==> src/rtl/lsu_align.sv <==
// Load/store alignment unit: aligned accesses pass straight through, misaligned
// halfword/word accesses are split into sequential byte accesses with stall.
module lsu_align #(
  parameter bit SPLIT_EN = 1'b1
) (
  input  logic        clk,
  input  logic        rst_n,
  input  logic        MemRead_in,
  input  logic        MemWrite_in,
  input  logic [2:0]  funct3_in,
  input  logic [31:0] addr_in,
  input  logic [31:0] wdata_in,
  output logic [31:0] rdata_out,
  output logic        stall,
  output logic        misalign_err,
  output logic        mem_MemRead,
  output logic        mem_MemWrite,
  output logic [2:0]  mem_funct3,
  output logic [31:0] mem_addr,
  output logic [31:0] mem_WriteData,
  input  logic [31:0] mem_ReadData
);

  localparam int DATA_W = 32;

  typedef enum logic {IDLE, SPLIT} state_t;

  state_t      state;
  logic [1:0]  cnt;
  logic [7:0]  buf0, buf1, buf2;

  logic              is_wr, is_rd, req;
  logic [1:0]        size_m1;
  logic              misaligned, split_go, in_split, last;
  logic [1:0]        k;
  logic [7:0]        live;
  logic [DATA_W-1:0] load_word;

  function automatic logic [DATA_W-1:0] extend_half(input logic [15:0] h, input logic zext);
    logic signed [DATA_W-1:0] s;
    s = $signed(h);
    return zext ? {16'b0, h} : s;
  endfunction

  assign is_wr = MemWrite_in;
  assign is_rd = MemRead_in & ~MemWrite_in;
  assign req   = MemRead_in | MemWrite_in;
  assign live  = mem_ReadData[7:0];

  always_comb begin
    size_m1 = 2'd3;
    case (funct3_in)
      3'b000, 3'b100: size_m1 = 2'd0;
      3'b001, 3'b101: size_m1 = 2'd1;
      default:        size_m1 = 2'd3;
    endcase
  end

  assign misaligned = ((size_m1 == 2'd1) & addr_in[0]) |
                      ((size_m1 == 2'd3) & (|addr_in[1:0]));
  assign split_go   = req & misaligned & SPLIT_EN;
  assign in_split   = (state == SPLIT) ? req : split_go;
  assign k          = (state == SPLIT) ? cnt : 2'd0;
  assign last       = (k == size_m1);
  assign load_word  = (size_m1 == 2'd1) ? extend_half({live, buf0}, funct3_in[2])
                                        : {live, buf2, buf1, buf0};

  always_comb begin
    mem_MemRead   = MemRead_in;
    mem_MemWrite  = MemWrite_in;
    mem_funct3    = funct3_in;
    mem_addr      = addr_in;
    mem_WriteData = wdata_in;
    rdata_out     = mem_ReadData;
    stall         = 1'b0;
    misalign_err  = 1'b0;
    if (state == SPLIT && !req) begin
      // request vanished mid-split: abort without issuing anything
      mem_MemRead  = 1'b0;
      mem_MemWrite = 1'b0;
      rdata_out    = '0;
    end else if (in_split) begin
      mem_MemRead   = is_rd;
      mem_MemWrite  = is_wr;
      mem_funct3    = is_wr ? 3'b000 : 3'b100;
      mem_addr      = addr_in + {30'b0, k};
      mem_WriteData = {24'b0, wdata_in[{k, 3'b000} +: 8]};
      rdata_out     = (last && is_rd) ? load_word : '0;
      stall         = ~last;
    end else if (req && misaligned && !SPLIT_EN) begin
      mem_MemRead  = 1'b0;
      mem_MemWrite = 1'b0;
      rdata_out    = '0;
      misalign_err = 1'b1;
    end
    if (!rst_n) begin
      mem_MemRead  = 1'b0;
      mem_MemWrite = 1'b0;
      rdata_out    = '0;
      stall        = 1'b0;
      misalign_err = 1'b0;
    end
  end

  always_ff @(posedge clk or negedge rst_n) begin
    if (!rst_n) begin
      state <= IDLE;
      cnt   <= 2'd0;
      buf0  <= 8'h00;
      buf1  <= 8'h00;
      buf2  <= 8'h00;
    end else begin
      case (state)
        IDLE: begin
          if (split_go) begin
            state <= SPLIT;
            cnt   <= 2'd1;
            if (is_rd) buf0 <= live;
          end
        end
        SPLIT: begin
          if (!req || last) begin
            state <= IDLE;
            cnt   <= 2'd0;
          end else begin
            cnt <= cnt + 2'd1;
            if (is_rd) begin
              case (cnt)
                2'd1:    buf1 <= live;
                2'd2:    buf2 <= live;
                default: ;
              endcase
            end
          end
        end
        default: begin
          state <= IDLE;
          cnt   <= 2'd0;
        end
      endcase
    end
  end

endmodule

==> config.mk <==
export PLATFORM = sky130hd
export DESIGN_NAME = lsu_align
export DESIGN_NICKNAME = d
export VERILOG_FILES = /design/src/rtl/lsu_align.sv
export SDC_FILE = /design/constraint.sdc
export NUM_CORES = 1
export LEC_CHECK = 0
export BUFFER_PORTS_ARGS = -buffer_cell sky130_fd_sc_hd__buf_2
export CAP_MARGIN = 20
export CORE_MARGIN = 4
export CORE_UTILIZATION = 46
export CTS_BUF_LIST = sky130_fd_sc_hd__clkbuf_8
export DETAILED_ROUTE_END_ITERATION = 8
export PLACE_DENSITY = 0.88
export SLEW_MARGIN = 20
export SYNTH_ARGS = -nofsm -noshare
export SYNTH_HDL_FRONTEND = slang
export SYNTH_SLANG_ARGS = --single-unit
==> constraint.sdc <==
create_clock -name clk -period 2.85 [get_ports clk]
set_input_delay 0.285 -clock clk [delete_from_list [all_inputs] [get_ports clk]]
set_output_delay 0.285 -clock clk [all_outputs]
set_load 0.01 [all_outputs]
### After elaboration in Yosys (flattened, before gate mapping)

Cells that the tools add are included.

* logic and storage cells: 68
* bits in registers: 27
* output and inout bits: 103
* input port bits: 103

* bitwise gates (word level): 10
* reduce and logical (&&, ||, !) cells: 11
* add/sub/neg operators: 2
* shifts and indexed selects: 1
* multiplexer cells: 30
* equal/unequal tests: 9

Operators by type and width (count)
* $mux W32: 10
* $add A32 B2 Y32: 1
* $shiftx A32 B6 Y8: 1
* $mux W1: 11
* $mux W3: 3
* $pmux W2 S2: 2
* $reduce_and A4 Y1: 2
* $eq A3 B3 Y1 const B: 2
* $mux W2: 3
* $reduce_or A2 Y1: 3
* $and A1 B1 Y1: 4
* $eq A2 B1 Y1 const B: 2
* $eq A2 B2 Y1 const B: 2
* $not A1 Y1: 4
* $eq A3 B1 Y1 const B: 1
* $logic_not A3 Y1: 1
* $reduce_and A3 Y1: 1
* $add A2 B1 Y2 const B: 1
* $eq A2 B2 Y1: 1
* $logic_and A1 B1 Y1: 2
* $ne A2 B2 Y1 const B: 1
* $or A1 B1 Y1: 2
* $pmux W1 S2: 1
* $logic_not A1 Y1: 1
* $logic_or A1 B1 Y1: 1

### Longest topological paths before layout

* depth in word-level cells: 11
* mapped depth: 9
* depth with buffers taken out: 8

### Worst setup path after synthesis

Ideal clock, no wire load.

* path kind: register to output
* start point: register cnt[1]
* end point: output port mem_addr[26]
* required time: 2.565 ns
* path slack: 0.788 ns
* data arrival time: 1.777 ns
* buffers on the path: 1
* cell stages (with the launch flop): 10
* cells stage by stage: dfrtp_1 -> buf_2 -> nand2_1 -> xnor2_1 -> ha_1 -> a31oi_1 -> a211oi_1 -> nand4_1 -> nor2_1 -> xor2_1

* cells in the longest elaborated chain, start to end: 4

Ends and longest elaborated chain
* start: declaration: line 29 `logic [1:0] cnt;`
* start signal: assignment: line 126 `cnt <= cnt + 2'd1;`
* $mux W2: line 63 `assign k = (state == SPLIT) ? cnt : 2'd0;`
* $add A32 B2 Y32: line 86 `mem_addr = addr_in + {30'b0, k};`
* $mux W32: line 82 `end else if (in_split) begin`
* $mux W32: line 77 `if (state == SPLIT && !req) begin`
* end: declaration: line 19 `output logic [31:0] mem_addr,`

Every way passes these cells.

### Worst setup path in the final report

Ends and elaborated chain as after synthesis.

==> results_dict.tcl <==
set metrics [dict create \
    synth_fa_ha_area_share_pct 1.702 \
    synthMuxAreaShare_pct 15.02 \
    worstPathRequired_ps 2570 \
    worstPathMaxFanout 9 \
    rsz0062_at_grt "true" \
    antenna_left 0 \
    nets 655 \
    worstHoldPathType "input pin to flop" \
    layout-drive-gt1-share_pct 47.35 \
    use_met1_pct 30.20 \
    synth_edf_count 0 \
    synthSimpleGateAreaFrac_pct 26.47 \
    crit_arrival_ps 2370 \
    setup_viol 0 \
    slew_viol_final 0 \
    die_area_um2 7735 \
    netlist.area_leader.share_pct 22.98 \
    setup_tns_ps 0 \
    cts.sinks 27 \
    synth_nets 459 \
    hold_viol_final 0 \
    row_count 28 \
    yosys.area.top_type "dfrtp_1" \
    syn_area_um2 2940 \
    first_global_vias 3373 \
    async_reset_ff_share_pct 100.0 \
    antenna_cells 0 \
    tightest_slew_ps 659.9 \
    track_usage_pct 25.42 \
    wl_um 10090 \
    fp.coreArea_um2 6061 \
    drtPass1Iterations 4 \
    synth_compound_area_share_pct 19.32 \
    leakagePower_nw 2.118 \
    numCtsBuffers 3 \
    synth_top_family_by_area "simple AND/OR/NAND/NOR gates" \
    skew_ps 4.966 \
    grt_pass1_wl_um 15850 \
    start_kind "flop" \
    die_x_um 87.95 \
    synth_area_leaders "dfrtp_1, mux2_2, o2bb2ai_1" \
    ir_drop_mv 0.4154 \
    synth_seq_area_share_pct 22.98 \
    gr-max-usage-layer "met2" \
    vias_per_cell 5.484 \
    use_met3_pct 3.669 \
    ys_ff_latch 27 \
    pin_count 206 \
    crit_path_end_kind "primary output" \
    power_density_nw_per_um2 493.7 \
    status "completed" \
    synthCells 352 \
    synth-xor-area-share_pct 9.234 \
    cts-root-buf "clkbuf_8" \
    portBuffers 204 \
    maxCapViolCount 0 \
    cts_max_path_buffers 2 \
    drt-initial-drc-count 150 \
    hpwlAfterDp_um 8342 \
    fin_crit_sh_pct 93.05 \
    fillCellCount 511 \
    initial_core_util_pct 48.51 \
    vias 3411 \
    worstSetupPathType "flop to primary output" \
    synth_most_common_cell "nand2_1" \
    max_slew_margin_pct 55.68 \
    grt_max_degree 33 \
    post-cts-setup-buffers 0 \
    clock_latency_ps 280 \
    wl_per_cell_um 16.22 \
    h-tree-depth 1 \
    area_growth_pct 38.04 \
    cts_tree "done" \
    avgSynthCellArea_um2 8.353 \
    yosysWarningCount 0 \
    clock.fmax_ghz 0.3771 \
    gp_congestion 0.8929 \
    ys.flop_type "dfrtp_1" \
    clk_pin_slew_ps 100 \
    pre_cts_ws_ps 450.3 \
    synth_top_cells_by_count "nand2_1, nor2b_1, dfrtp_1, a21oi_1, mux2_2" \
    grtUsageMet2_pct 45.48 \
    antenna_found_initial 0 \
    fin_ws_ps 198.1 \
    overflow 0 \
    fp.dieH_um 87.95 \
    period_needed_ps 2652 \
    drc 0 \
    synthDistinctLibCells 50 \
]
-- placed cells by master (no fill, tap or decap), types with 3 or more instances in the layout --
cell type  count
buf_2        204
xnor2_1       15
mux2_2        25
nand4_1        4
and2_1         3
nand3_1       16
mux2i_1       16
nor3_1         7
nand2_1       33
dfrtp_1       27
xor2_1        16
inv_1         10
nor2b_1       27
and3_1         5
a22o_1         8
a21oi_1       26
nor2_1        24
o21ai_0        9
clkbuf_8       3
o2bb2ai_1     24
buf_4          7
ha_1           4
-- where the power goes --
| group | total [mW] | internal, mW | switching [mW] |
|---|---|---|---|
| registers | 0.655 | 0.551 | 0.104 |
| clock network | 0.225 | 0.0994 | 0.126 |
| logic | 1.12 | 0.515 | 0.609 |
| total | 2.00 | 1.17 | 0.838 |
-- cell families (layout without fill, tap and decap cells) --
kind of cell | Yosys count | after routing
buffers and inverters | 32 | 227
AND/OR/NAND/NOR | 138 | 138
AO/OA/AOI/OAI | 78 | 78
adder cells (fa/ha/maj) | 4 | 4
flip-flops | 27 | 27
other | 1 | 1
multiplexers | 41 | 41
XOR/XNOR | 31 | 31
-- worst paths after layout --
kind	start	endpoint	slack [ps]	depth (start not counted)
worst max-delay path	cnt[1]	mem_addr[26]	200	9
worst min-delay path	mem_ReadData[0]	buf0[0]	320	2
worst max register to register	cnt[1]	buf1[5]	1020	5
worst min register to register	buf2[7]	buf2[7]	520	1
max in group asynchronous	rst_n	buf2[7]	1890	3
min in group asynchronous	rst_n	buf1[1]	390	2
-- layer usage --
layer	share of wire, %	vias to the layer above
met5	0	-
met4	3.2	0
met2	49	162
met3	8.9	30
met1	38	1572
li1	-	1647
-- state kept, by name, indices dropped and copies added, names as in the netlist --
signal  flops
state       1
buf2        8
cnt         2
buf0        8
buf1        8
-- final cells by class --
class	count	area [µm²]	area share (%)
multi-input cells	293	2116	52.13
repair buffers	212	1084	26.70
flip-flops and latches	27	675.6	16.65
well taps	75	93.84	2.312
clock buffers	3	41.29	1.017
inverters	11	41.29	1.017
clock inverters	1	7.507	0.1850
-- per-stage QoR --
stage          area, µm²  hold slack (ps)  cells  power [mW]  util, %
3_3_place_gp        3998            113.6    617       1.735    65.96
3_5_place_dp        3998            125.1    617       1.780    65.96
6_report            4059            315.7    622       2.004    66.97
2_1_floorplan       2940           -10.59    352       1.371        -
4_1_cts             4056            307.9    622       2.009    66.93
5_1_grt             4059            325.5    622       2.145    66.97
-- what timing repair did --
item	CTS	global route
hold buffers	1	0
gates resized for setup	0	1
endpoints found under the setup margin	0	6
hold endpoints to repair	1	0
-- worst max-delay path: stages (launching register included) --
cell and delay [ps]:
dfrtp_1 530, nand2_1 110, xnor2_1 150, ha_1 160
a31oi_1 70, a211oi_1 420, nand4_1 210, nor2_1 160
xor2_1 140, buf_2 140
(Power assumes the default switching activity.)
